## config.mk

```make
export PLATFORM = sky130hd
export DESIGN_NAME = pq_rf_dma
export DESIGN_NICKNAME = d
export VERILOG_FILES = /design/src/rtl/pq_rf_dma_pkg.sv /design/src/rtl/pq_rf_dma.sv
export SDC_FILE = /design/constraint.sdc
export NUM_CORES = 1
export LEC_CHECK = 0
export CAP_MARGIN = 10
export CORE_MARGIN = 10
export CORE_UTILIZATION = 36
export CTS_BUF_LIST = sky130_fd_sc_hd__clkbuf_16
export CTS_CLUSTER_SIZE = 24
export DETAILED_ROUTE_END_ITERATION = 8
export MAX_ROUTING_LAYER = met4
export PLACE_DENSITY_LB_ADDON = 0.2
export SYNTH_ARGS = -nofsm -noshare
export SYNTH_HDL_FRONTEND = slang
export SYNTH_SLANG_ARGS = --single-unit
export TNS_END_PERCENT = 50
```

## constraint.sdc

```tcl
create_clock -name clk -period 2.2 [get_ports clk]
set_input_delay 0.22 -clock clk [delete_from_list [all_inputs] [get_ports clk]]
set_output_delay 0.22 -clock clk [all_outputs]
set_load 0.02 [all_outputs]
```

## src/rtl/pq_rf_dma_pkg.sv

```systemverilog
// Shared types and constants for the PQ register-file DMA engine.
package pq_dma_pkg;

   typedef enum logic [1:0] {
      S_IDLE = 2'd0,
      S_REQ  = 2'd1,
      S_WAIT = 2'd2,
      S_DONE = 2'd3
   } state_t;

   localparam int   WORD_BYTES = 4;
   localparam logic DIR_LOAD   = 1'b0;
   localparam logic DIR_STORE  = 1'b1;

endpackage

```

## src/rtl/pq_rf_dma.sv

```systemverilog
// Word-transfer engine between core data memory and the PQ register file.
// One OBI-style transaction outstanding at a time; load fills RF entries,
// store drains them back to memory.
module pq_rf_dma
   import pq_dma_pkg::*;
#(
   parameter int ADDR_WIDTH = 5,
   parameter int DATA_WIDTH = 32,
   parameter int MEM_AW     = 32
) (
   input  logic                  clk,
   input  logic                  rst_n,
   input  logic                  start_i,
   input  logic                  dir_i,
   input  logic [MEM_AW-1:0]     base_addr_i,
   input  logic [ADDR_WIDTH-1:0] rf_start_i,
   input  logic [ADDR_WIDTH:0]   num_words_i,
   output logic                  busy_o,
   output logic                  done_o,
   output logic                  err_o,
   output logic                  data_req_o,
   input  logic                  data_gnt_i,
   output logic [MEM_AW-1:0]     data_addr_o,
   output logic                  data_we_o,
   output logic [3:0]            data_be_o,
   output logic [DATA_WIDTH-1:0] data_wdata_o,
   input  logic                  data_rvalid_i,
   input  logic [DATA_WIDTH-1:0] data_rdata_i,
   input  logic                  data_err_i,
   output logic                  rf_we_o,
   output logic [ADDR_WIDTH-1:0] rf_waddr_o,
   output logic [DATA_WIDTH-1:0] rf_wdata_o,
   output logic [ADDR_WIDTH-1:0] rf_raddr_o,
   input  logic [DATA_WIDTH-1:0] rf_rdata_i
);

   localparam logic [ADDR_WIDTH:0] MAX_WORDS = {1'b1, {ADDR_WIDTH{1'b0}}};
   localparam logic [ADDR_WIDTH:0] ONE_WORD  = {{ADDR_WIDTH{1'b0}}, 1'b1};
   localparam logic [MEM_AW-1:0]   ADDR_STEP = MEM_AW'(WORD_BYTES);

   state_t                  state;
   state_t                  state_nx;
   logic                    dir;
   logic [MEM_AW-1:0]       addr;
   logic [ADDR_WIDTH-1:0]   idx;
   logic [ADDR_WIDTH:0]     remaining;
   logic                    err;
   logic                    rf_we;
   logic [ADDR_WIDTH-1:0]   rf_waddr;
   logic [DATA_WIDTH-1:0]   rf_wdata;

   logic                    accept;
   logic                    resp;
   logic                    last;
   logic [ADDR_WIDTH:0]     count_sat;

   assign accept    = (state == S_IDLE) && start_i;
   assign resp      = (state == S_WAIT) && data_rvalid_i;
   assign last      = (remaining == ONE_WORD);
   // Oversized requests are clipped to the whole register file.
   assign count_sat = (num_words_i > MAX_WORDS) ? MAX_WORDS : num_words_i;

   // State register; reset aborts any command in flight.
   always_ff @(posedge clk or negedge rst_n) begin
      if (!rst_n) begin
         state <= S_IDLE;
      end else begin
         state <= state_nx;
      end
   end

   // Next-state decode and state-derived handshake/status outputs.
   always_comb begin
      state_nx   = state;
      data_req_o = 1'b0;
      data_we_o  = 1'b0;
      busy_o     = 1'b0;
      done_o     = 1'b0;
      case (state)
         S_IDLE: begin
            if (start_i) begin
               state_nx = (count_sat == '0) ? S_DONE : S_REQ;
            end
         end
         S_REQ: begin
            data_req_o = 1'b1;
            data_we_o  = (dir == DIR_STORE);
            busy_o     = 1'b1;
            if (data_gnt_i) begin
               state_nx = S_WAIT;
            end
         end
         S_WAIT: begin
            busy_o = 1'b1;
            if (data_rvalid_i) begin
               state_nx = (data_err_i || last) ? S_DONE : S_REQ;
            end
         end
         S_DONE: begin
            done_o   = 1'b1;
            state_nx = S_IDLE;
         end
         default: state_nx = S_IDLE;
      endcase
   end

   // Command latch, per-word address/index advance, sticky error and RF write pulse.
   always_ff @(posedge clk or negedge rst_n) begin
      if (!rst_n) begin
         dir       <= DIR_LOAD;
         addr      <= '0;
         idx       <= '0;
         remaining <= '0;
         err       <= 1'b0;
         rf_we     <= 1'b0;
         rf_waddr  <= '0;
         rf_wdata  <= '0;
      end else begin
         rf_we <= 1'b0;
         if (accept) begin
            dir       <= dir_i;
            addr      <= base_addr_i;
            idx       <= rf_start_i;
            remaining <= count_sat;
            err       <= 1'b0;
         end else if (resp) begin
            if (data_err_i) begin
               err <= 1'b1;
            end else begin
               // Load data lands in the RF one cycle after the response.
               if (dir == DIR_LOAD) begin
                  rf_we    <= 1'b1;
                  rf_waddr <= idx;
                  rf_wdata <= data_rdata_i;
               end
               addr      <= addr + ADDR_STEP;
               idx       <= idx + 1'b1;
               remaining <= remaining - ONE_WORD;
            end
         end
      end
   end

   assign data_addr_o  = addr;
   assign data_be_o    = 4'hF;
   // Store data comes straight from the RF read port addressed by the current index.
   assign data_wdata_o = (dir == DIR_STORE) ? rf_rdata_i : '0;
   assign err_o        = err;
   assign rf_we_o      = rf_we;
   assign rf_waddr_o   = rf_waddr;
   assign rf_wdata_o   = rf_wdata;
   assign rf_raddr_o   = idx;

endmodule

```

# Word-level counts from Yosys, hierarchy flattened
# Cells that the tools add are included.
# classes
mux,28
n_reduce_logical,12
eq_ne,8
addsub,3
n_bitwise,3
order_cmp,1
# ops
cell,n
two-way mux 32 bit,4
adder 32 x 3 -> 32 bit (second input constant),1
two-way mux 6 bit,4
two-way mux 5 bit,3
two-way mux 1 bit,11
two-way mux 2 bit,5
case mux 2 bit (4 select lines),1
== test 6 x 1 -> 1 bit (second input constant),1
greater-than comparator 6 bit (second input constant),1
zero test 6 bit,1
!= test 2 bit (second input constant),3
subtractor 6 x 1 -> 6 bit (second input constant),1
adder 5 x 1 -> 5 bit (second input constant),1
== test 2 bit (second input constant),2
AND reduction 2 bit,2
AND reduction 4 bit,1
nonzero test 2 bit,2
inverter 1 bit,3
AND reduction 3 bit,1
== test 2 x 1 -> 1 bit (second input constant),1
logical AND 1 bit,2
zero test 2 bit,1
!= test 2 x 1 -> 1 bit (second input constant),1
OR reduction 2 bit,1
logical OR 1 bit,1
# totals
out_inout_bits,116
reg_bits,85
in_bits,114
word_cells,64

# Longest topological paths before layout
# Gate-level depths: netlist (run 1).
# depth
word_depth,6
ltp_mapped,8
ltp_nobuf,6

# Least setup slack after synthesis (run 1)
# No wires, ideal clock.
# synth_path
path_type,reg-to-reg
startpoint,register state[0]
endpoint,register addr[23] (netlist: data_addr_o[23])
slack_ns,-0.050
required_ns,2.118
n_path_buf,1
setup_ns,0.082
path_stages_with_launch,8
arrival_ns,2.168
period_less_slack_ns,2.250
path_cell_list,dfrtp_1 -> inv_1 -> ha_1 -> nand4b_4 -> or4_4 -> buf_6 -> or4_1 -> a31oi_1
# synth_via
elab_chain_cells,4
word_cells_on_any_way,8
cone_classes,eq/ne (2); mux (1); reduce/logical (5)
# synth_rtl
item,line,source
"start, declared",pq_rf_dma.sv:41,state_t state;
"start signal, assigned",pq_rf_dma.sv:68,state <= state_nx;
== test 2 bit / zero test 2 bit (equally long branches),"pq_rf_dma.sv:58, pq_rf_dma.sv:57",
logical AND 1 bit (on tied branches),"pq_rf_dma.sv:58, pq_rf_dma.sv:57",
nonzero test 2 bit (no source line) / != test 2 x 1 -> 1 bit (equally long branches),n/a,
AND reduction 2 bit (no source line),n/a,
"end signal, assigned",pq_rf_dma.sv:122,addr <= base_addr_i;
"end signal, assigned",pq_rf_dma.sv:136,addr <= addr + ADDR_STEP;
"end, declared",pq_rf_dma.sv:44,logic [MEM_AW-1:0] addr;
# Several ways; a longest one is shown, not always the timed one.
# A chain may end at the register's enable or synchronous reset.

# Worst setup path after layout (run 1)
# layout_path
startpoint,register state[0]
endpoint,register addr[19] (netlist: data_addr_o[19])
# Same word-level chain as after synthesis.

==> metrics.md, run 1 <==
| Metric | Value |
|---|---|
| Global-route wire length before repair | ~22000 um |
| Clk sinks | 85 |
| Final Skew | about 0.0090 ns |
| Leak | 2.934 nW |
| Placed Area | 6888 um^2 |
| Cts bufs inserted | 9 |
| Max-cap viol count | 0 |
| Routed wire length | 14460 um |
| CTS tree | built |
| Reg2reg start | state[0] |
| Async S/R FF share, synth | 100.0% |
| WL/cell | roughly 18 um |
| Post-synth EDFFs | 0 |
| Hold WC Path Type | in -> reg |
| Fmax | about 0.47 GHz |
| Avg Cell Area, Syn | 10.06 um^2 |
| Die X-Extent | 129.9 um |
| Critical Path Source Type | flop |
| Tmin final | ~2.1 ns |
| #FFs+latches synth | 85 |
| Critical path arrival | 2.40 ns |
| Core Rows | 40 |
| Number of diodes | 0 |
| Slew HR | 51.38% |
| Fin. max-slew vios | 0 |
| Worst-path clk slew | roughly 0.070 ns |
| Mapped Cells | 432 |
| Htree depth | 3 |
| Via-to-Cell Ratio | between 5 and 6 |
| DRT antenna net count | 0 |
| Clock Latency Late Sink | 0.34 ns |
| RSZ-0062 raised after global routing | true |
| Commonest non-fill, non-tap cells in the layout | 224 x clkdlybuf4s50_1, 85 x dfrtp_1, 44 x nand2_1 |
| Clk buf depth | 2 |
| Iter 0 DRT Violations | 238 |
| Via count | around 4100 |
| Layout Nets | roughly 800 |
| Place WS | -0.09099 ns |
| CP Launch Point | state[0] |
| Total gr overflow | 0 |
| Synth warn | 0 |
| Fin crit share | 97.12% |
| Share of layout cells above drive strength 1 | 12.78% |
| Synth Flop Type | dfrtp_1 |
| Core area | approximately 12000 um^2 |
| Worst setup path class | reg -> reg |
| Final worst slack | 0.06332 ns |
| Peak supply drop | 638.3 uV |
| Hold Vio Cnt, Final | 0 |
| DIE AREA | 16860 um^2 |
| Commonest non-fill, non-tap cell in the layout | clkdlybuf4s50_1 |
| Placer congestion estimate | 0.8412 |
| Number of port buffers | 225 |
| Min-delay src | base_addr_i[1] |
| Outcome | finished clean |
| Synthesis-to-finish area growth | 65.59% |
| Vias in the first global route | ~4300 |
| DR DRC count | 0 |
| Final Cell Area | 7196 um^2 |
| Initial antenna violation count | 0 |
| Worst-path cell chain | inv_2 > ha_4 > nand4b_4 > or4_4 > or4_4 > a31oi_1 |
| Crit path max fanout | 10 |
| Critical path's most frequent cell | or4_4 |
| I/O pins | 230 |
| Die height | 129.9 um |
| Post-synthesis cell area | 4345 um^2 |
| Measured slew at the worst slew-check pin | 0.7294 ns |
| Starting Density | 36.48% |
| Global-route usage over all layers | 16.80% |
| First-pass DRT Iterations | 4 |
| Cell variety after synth | 38 |
| Worst setup EP type | flop |
| Register area share after synthesis | 48.95% |
| Clk Tree Root Cell | clkbuf_16 |
| Worst path slowest cell | or4_4 |
| Post-DP HPWL | 11320 um |
| Setup violators final | 0 |
| Power per cell area | between 1000 and 1500 nW/um^2 |
| Worst Path Required | 2.47 ns |
| Largest net degree at the start of global routing | 55 |
| Crit-path max cell delay | just over 0.6 ns |
-- state kept, by name, summed over array words and instances, names as in the netlist --
name,cells
dir,1
rf_wdata_o,32
err_o,1
rf_waddr_o,5
rf_we_o,1
state,2
rf_raddr_o,5
data_addr_o,32
remaining,6
-- layer usage --
metal | global-route usage [%] | up-vias | part of all wire [%] | wire, um
met1 | 19.59 | 1964 | 42 | 6013
met4 | 4.696 | 0 | 0.97 | 140
li1 | - | 1993 | - | -
met2 | 28.00 | 171 | 50 | 7197
met5 | - | - | 0 | 0
met3 | 4.544 | 10 | 7.7 | 1114
-- kinds of logic (layout without fill, tap and decap cells) --
kind of cell	after synthesis	in the layout	synth area share, %
muxes	37	37	9.588
DFF	85	85	48.95
adders and majority gates	9	9	2.591
buffers and inverters	43	280	4.319
other	1	4	0.08630
and+or+nand+nor	168	169	20.96
xor gates and xnor gates	19	19	3.830
AOI/OAI and AO/OA	70	70	9.675
-- worst max-delay path: cells and delay by family (launching register included) --
| family | cells | cell delay [ns] |
|---|---|---|
| AND/OR/NAND/NOR | 3 | 1.26 |
| flip-flops | 1 | 0.40 |
| AO/OA/AOI/OAI | 1 | 0.16 |
| adder cells (fa/ha/maj) | 1 | 0.15 |
| buffers and inverters | 1 | 0.09 |
-- area by class of cell --
class / instances / area, um^2
Multi-Input combinational cell: 308 / 2076
Tap cell: 147 / 183.9
Clock buffer: 9 / 225.2
Sequential cell: 85 / 2127
Timing Repair Buffer: 250 / 2481
Clock inverter: 7 / 50.05
Inverter: 14 / 52.55
Fill cell: 1062 / 4716
-- power by group --
| part | internal [mW] | switching (mW) | total [mW] |
|---|---|---|---|
| Combinational | 2.58 | 2.59 | 5.18 |
| Sequential | 2.32 | 0.627 | 2.95 |
| Clock | 0.769 | 0.657 | 1.43 |
-- synth_stat cells (2+ instances only) --
library cell,instances,area [um^2]
dfrtp_1,85,2127
nand2_1,45,168.9
mux2_2,37,416.7
and2_1,35,219.0
nor2_1,27,101.4
a31oi_1,24,150.1
o21ai_0,24,120.1
clkbuf_1,19,71.32
inv_1,14,52.55
or4_1,14,105.1
xnor2_1,13,113.9
o31ai_1,12,90.09
nand4_1,10,62.56
ha_1,9,112.6
a21oi_1,7,35.03
nand3_1,7,35.03
or3_1,7,43.79
xor2_1,6,52.55
nor3_1,5,25.02
nor4_1,5,31.28
and3_1,4,25.02
buf_4,4,30.03
and4_1,2,17.52
buf_1,2,7.510
buf_2,2,10.01
-- per-stage QoR --
step                      total power, mW  utilization [%]  instances  hold slack, ns  setup TNS [ns]
after floorplan                     5.545                -        435        -0.07559               0
after global placement              8.060            57.83        802          0.3171         -0.4157
after detailed placement            8.198            57.83        802          0.3290         -0.7197
after CTS                           9.664            60.22        819          0.4055               0
after global routing                10.18            60.41        820          0.4094       -0.005586
final                               9.550            60.41        820          0.4160               0
-- path summary, 6_finish.rpt --
kind                                   endpoint  slack (ns)  cells past startpoint
worst max-delay path            data_addr_o[19]        0.06                      6
worst min-delay path             data_addr_o[1]        0.42                      3
worst max register to register  data_addr_o[19]        0.06                      6
worst min register to register   data_addr_o[1]        0.48                      2
max in group asynchronous         rf_wdata_o[9]        1.07                      3
min in group asynchronous        rf_wdata_o[14]        0.47                      2
-- what timing repair did --
item,CTS,global route
setup buffers,0,0
resized for setup,1,4
pin swaps,0,7
setup endpoints to repair,1,7
hold endpoints to repair,53,0
hold buffers,1,0
gates cloned,0,1
(Power assumes the default switching activity.)
==> run 2: changes to the inputs <==
TNS_END_PERCENT = 20   (was 50)
==> metrics.md, run 2 (synthesis results as in run 1) <==
| Metric | Value |
|---|---|
| Outcome | finished clean |
| Post-DP HPWL | 11320 um (unchanged) |
| Placer congestion estimate | 0.8412 (unchanged) |
| Crit-path max cell delay | 0.62 ns (about the same) |
| Starting Density | 36.48% (unchanged) |
| Slew HR | 51.51% (+0.13 points) |
| Global-route wire length before repair | 22050 um (unchanged) |
| Leak | 2.934 nW (unchanged) |
| First-pass DRT Iterations | 4 (unchanged) |
| Critical path arrival | 2.39 ns (about the same) |
| Peak supply drop | 638.4 uV (about the same) |
| CP Launch Point | state[0] |
| Cts bufs inserted | 9 (unchanged) |
| Fin. max-slew vios | 0 (unchanged) |
| Clock Latency Late Sink | 0.34 ns (about the same) |
| Clk sinks | 85 (unchanged) |
| Place WS | -0.09099 ns (unchanged) |
| Vias in the first global route | 4253 (unchanged) |
| Filler Cell Count | 1062 (unchanged) |
| PnR Total Power | 9.545 mW (about the same) |
| Flop2flop setup slack | 0.07 ns (about the same) |
| Commonest non-fill, non-tap cell in the layout | clkdlybuf4s50_1 |
| Worst path slowest cell | or4_4 |
| Measured slew at the worst slew-check pin | 0.7274 ns (-0.001934 ns) |
| Die X-Extent | 129.9 um (unchanged) |
| Total gr overflow | 0 (unchanged) |
| Setup violators final | 0 (unchanged) |
| Setup Buffers After CTS | 0 (unchanged) |
| Fin crit share | 96.71% (-0.41 points) |
| Routed wire length | 14450 um (-0.11%) |
| Commonest non-fill, non-tap cells in the layout | 224 x clkdlybuf4s50_1, 85 x dfrtp_1, 44 x nand2_1 |
| Iter 0 DRT Violations | 248 (+4.2%) |
| Number of diodes | 0 (unchanged) |
| Clk Tree Root Cell | clkbuf_16 |
| Hold Vio Cnt, Final | 0 (unchanged) |
| Largest net degree at the start of global routing | 55 (unchanged) |
| DIE AREA | 16860 um^2 (unchanged) |
| WL/cell | 17.62 um (-0.11%) |
| CTS tree | built |
| Critical path's most frequent cell | or4_4 |
| Share of layout cells above drive strength 1 | 12.78% (unchanged) |
| I/O pins | 230 (unchanged) |
| Power per cell area | 1327 nW/um^2 (about the same) |
| Synthesis-to-finish area growth | 65.59% (unchanged) |
| Worst-path clk slew | 0.07 ns (about the same) |
| RSZ-0062 raised after global routing | true |
| Global-route usage over all layers | 16.80% (unchanged) |
| Min-delay src | base_addr_i[1] |
| Number of port buffers | 225 (unchanged) |
| DR DRC count | 0 (unchanged) |
| Clk buf depth | 2 (unchanged) |
| Max-cap viol count | 0 (unchanged) |
| Core area | 11910 um^2 (unchanged) |
| Tmin final | 2.128 ns (-0.008981 ns) |
| Crit path max fanout | 10 (unchanged) |
| Die height | 129.9 um (unchanged) |
| Fin util | 60.41% (unchanged) |
| Critical Path Source Type | flop |
| Core Rows | 40 (unchanged) |
| Worst setup EP type | flop |
| Worst Path Required | 2.46 ns (about the same) |
| Worst setup path class | reg -> reg |
| Initial antenna violation count | 0 (unchanged) |
| Final worst slack | 0.07230 ns (+0.008981 ns) |
| Reg2reg start | state[0] |
| Fmax | 0.4700 GHz (+0.42%) |
| Worst-path cell chain | inv_2 > ha_4 > nand4b_4 > or4_4 > or4_4 > a31oi_1 |
| Final Skew | 0.009225 ns (+0.0001913 ns) |
| Via count | 4112 (-0.63%) |
| Htree depth | 3 (unchanged) |
| Layout Nets | 791 (unchanged) |
| Hold WC Path Type | in -> reg |
| Via-to-Cell Ratio | 5.015 (-0.63%) |
| DRT antenna net count | 0 (unchanged) |
## run 2: cell counts in the layout (fill, tap and decap cells not counted)
No cell type changed its count.
## run 2: path summary, 6_finish.rpt
kind                                    to  cells after the start
min in group asynchronous   rf_wdata_o[14]                      2
min reg2reg                 data_addr_o[1]                      2
max reg2reg                data_addr_o[19]                      6
min                         data_addr_o[1]                      3
max in group asynchronous    rf_wdata_o[9]                      3
max                        data_addr_o[19]                      6
## run 2: report_power, final
| part | total [mW] | switching [mW] | internal [mW] |
|---|---|---|---|
| Sequential | 2.95 | 0.627 | 2.32 |
| Combinational | 5.17 | 2.59 | 2.58 |
| Clock | 1.42 | 0.656 | 0.769 |
| Total | 9.55 | 3.87 | 5.67 |
## run 2: final cells by class
cell class,count,area [um^2],share of cell area (%)
clock buffer,9,225.2,3.130
clock inverter,7,50.05,0.6955
inverter,14,52.55,0.7303
multi-input combinational,308,2076,28.85
sequential,85,2127,29.56
tap,147,183.9,2.556
timing repair buffer,250,2481,34.48
## run 2: worst max-delay path: cells and delay by family, from the launching register on
family          cells  cell delay [ns]
simple gates        3             1.26
flops               1             0.40
buf+inv             1             0.09
compound gates      1             0.16
fa+ha+maj           1             0.15
## run 2: stage by stage
step	instance area, um^2	TNS, ns	std cells	hold WS (ns)
after floorplan	4369	0	435	-0.07559
after global placement	6888	-0.4157	802	0.3171
after detailed placement	6888	-0.7197	802	0.3290
after CTS	7173	0	819	0.4055
after global routing	7196	-0.005974	820	0.4094
final	7196	0	820	0.4161
## run 2: per-layer routing
layer	global-route usage, %	up-vias	part of all wire [%]
met1	19.59	1949	41
met2	28.00	159	50
met3	4.544	10	7.8
met4	4.696	0	0.97
li1	-	1994	-
met5	-	-	0
## run 2: what timing repair did
| action | in CTS | in global routing |
|---|---|---|
| setup endpoints to repair | 1 | 7 |
| pin swaps | 0 | 7 |
| resized for setup | 1 | 4 |
| hold endpoints to repair | 53 | 0 |
| gates cloned | 0 | 1 |
| hold buffers | 1 | 0 |
==> run 3: changes to the inputs <==
CELL_PAD_IN_SITES_DETAIL_PLACEMENT = 0   (was not set)
CELL_PAD_IN_SITES_GLOBAL_PLACEMENT = 1   (was not set)
CORE_ASPECT_RATIO = 1.25   (was not set)
CORE_UTILIZATION = 26   (was 36)
==> metrics.md, run 3 (synthesis results as in run 1) <==
| Metric | Value |
|---|---|
| Commonest non-fill, non-tap cells in the layout | 224 x clkdlybuf4s50_1, 85 x dfrtp_1, 44 x nand2_1 |
| Vias in the first global route | 4346 (+2.2%) |
| DIE AREA | 22320 um^2 (+32%) |
| Crit path max fanout | 18 (+8) |
| Number of port buffers | 225 (unchanged) |
| Clk Tree Root Cell | clkbuf_16 |
| Peak supply drop | 503.3 uV (-21%) |
| Critical Path Source Type | flop |
| Clk sinks | 85 (unchanged) |
| Layout Nets | 797 (+0.76%) |
| Starting Density | 26.61% (-9.9 points) |
| Final worst slack | 0.06576 ns (-0.006549 ns) |
| Hold WC Path Type | in -> reg |
| I/O pins | 230 (unchanged) |
| Worst-path clk slew | 0.07 ns (about the same) |
| Via count | 4125 (+0.32%) |
| Via-to-Cell Ratio | 4.609 (-8.1%) |
| Clock Latency Late Sink | 0.34 ns (about the same) |
| Fmax | 0.4686 GHz (-0.31%) |
| PnR Total Power | 9.843 mW (+3.1%) |
| Die X-Extent | 135.6 um (+4.4%) |
| Fin util | 45.20% (-15 points) |
| CP Launch Point | state[0] |
| Global-route usage over all layers | 13.73% (-3.1 points) |
| Place WS | -0.1076 ns (-0.01661 ns) |
| Fin. max-slew vios | 0 (unchanged) |
| Share of layout cells above drive strength 1 | 13.84% (+1.1 points) |
| Setup TNS | 0 ns (unchanged) |
| Core Rows | 52 (+30%) |
| Slew HR | 51.94% (+0.43 points) |
| Length in cells of the worst reg-to-reg path | 7 (+1) |
| DR DRC count | 0 (unchanged) |
| Initial antenna violation count | 0 (unchanged) |
| Largest net degree at the start of global routing | 54 (-1.8%) |
| CTS tree | built |
| Critical R2R Capture | data_addr_o[28] |
| Number of diodes | 0 (unchanged) |
| Cts bufs inserted | 9 (unchanged) |
| Tmin final | 2.134 ns (+0.006549 ns) |
| Power per cell area | 1333 nW/um^2 (+0.52%) |
| Worst setup EP type | flop |
| Flop2flop setup slack | 0.07 ns (about the same) |
| WHS | 0.4065 ns (-0.009626 ns) |
| Worst Path Required | 2.45 ns (about the same) |
| Global-route wire length before repair | 23960 um (+8.6%) |
| Reg2reg start | state[0] |
| Total gr overflow | 0 (unchanged) |
| Fin crit share | 97.01% (+0.30 points) |
| Core area | 16330 um^2 (+37%) |
| Synthesis-to-finish area growth | 69.88% |
| CP endpoint | data_addr_o[28] |
| Iter 0 DRT Violations | 165 (-33%) |
| Post-DP HPWL | 12000 um (+6.0%) |
| Critical path arrival | 2.39 ns (about the same) |
| Setup violators final | 0 (unchanged) |
| RSZ-0062 raised after global routing | true |
| DRT antenna net count | 0 (unchanged) |
| Leak | 2.995 nW (+2.1%) |
| Outcome | finished clean |
| Measured slew at the worst slew-check pin | 0.7209 ns (-0.006481 ns) |
| Htree depth | 3 (unchanged) |
| Clk buf depth | 2 (unchanged) |
| Max-cap viol count | 0 (unchanged) |
| Routed wire length | 15440 um (+6.9%) |
| Commonest non-fill, non-tap cell in the layout | clkdlybuf4s50_1 |
| First-pass DRT Iterations | 4 (unchanged) |
| Die height | 164.5 um (+27%) |
| WL/cell | 17.25 um (-2.1%) |
| Worst setup path class | reg -> reg |
| Placer congestion estimate | 0.7548 (-10%) |
| Hold Vio Cnt, Final | 0 (unchanged) |
| Final Skew | 0.006242 ns (-0.002983 ns) |
==> run 3: changes by cell type in the layout (fill, tap and decap cells not counted), moves of 2 or more <==
cell	delta
buf_4	+5
bufinv_16	+2
clkinv_2	+2
clkinv_4	-2
==> run 3: stage by stage <==
step	cells	cell area, um^2
2_1_floorplan	435	4369
3_3_place_gp	873	6989
3_5_place_dp	873	6989
4_1_cts	890	7328
5_1_grt	895	7382
6_report	895	7382
==> run 3: critical path, stage by stage, from the launching register on <==
cell      delay (ns)
dfrtp_1         0.39
inv_2           0.08
ha_4            0.15
nand4b_4        0.12
or4_4           0.44
buf_6           0.17
or4_1           0.51
a31oi_1         0.19
==> run 3: how the worst min path moves through the flow <==
stage / startpoint / end / slack, ns / depth (start not counted)
global route: base_addr_i[1] / data_addr_o[1] / 0.41 / 3
CTS: base_addr_i[0] / data_addr_o[0] / 0.40 / 3
detailed placement: rst_n / rf_wdata_o[29] / 0.33 / 1
finish: base_addr_i[0] / data_addr_o[0] / 0.41 / 3
floorplan: rst_n / data_addr_o[0] / -0.08 / 0
global placement: rst_n / rf_wdata_o[29] / 0.32 / 1
==> run 3: where the power goes <==
| part | switching (mW) | total [mW] | internal, mW |
|---|---|---|---|
| combinational | 2.62 | 5.23 | 2.61 |
| clock | 0.653 | 1.66 | 1.00 |
| sequential | 0.633 | 2.95 | 2.32 |
| total | 3.91 | 9.84 | 5.93 |
==> run 3: timing repair <==
| item | in CTS | in global routing |
|---|---|---|
| buffers inserted | 0 | 5 |
| endpoints found under the hold margin | 52 | 0 |
| pin swaps | 0 | 9 |
| endpoints found under the setup margin | 1 | 10 |
| gates resized for setup | 2 | 2 |
| hold buffers | 1 | 0 |
==> run 3: metal layers <==
metal | track usage (%) | up-vias | part of all wire [%]
li1 | - | 1998 | -
met1 | 16.74 | 1940 | 43
met2 | 22.06 | 165 | 48
met3 | 3.404 | 22 | 7.6
met4 | 3.873 | 0 | 1.4
met5 | - | - | 0
==> run 3: layout make-up <==
type / count / area, um^2
sequential: 85 / 2127
clock buffer: 9 / 225.2
fill: 1582 / 8949
tap: 216 / 270.3
inverter: 14 / 52.55
multi-input combinational: 307 / 2064
clock inverter: 7 / 96.34
timing repair buffer: 257 / 2546
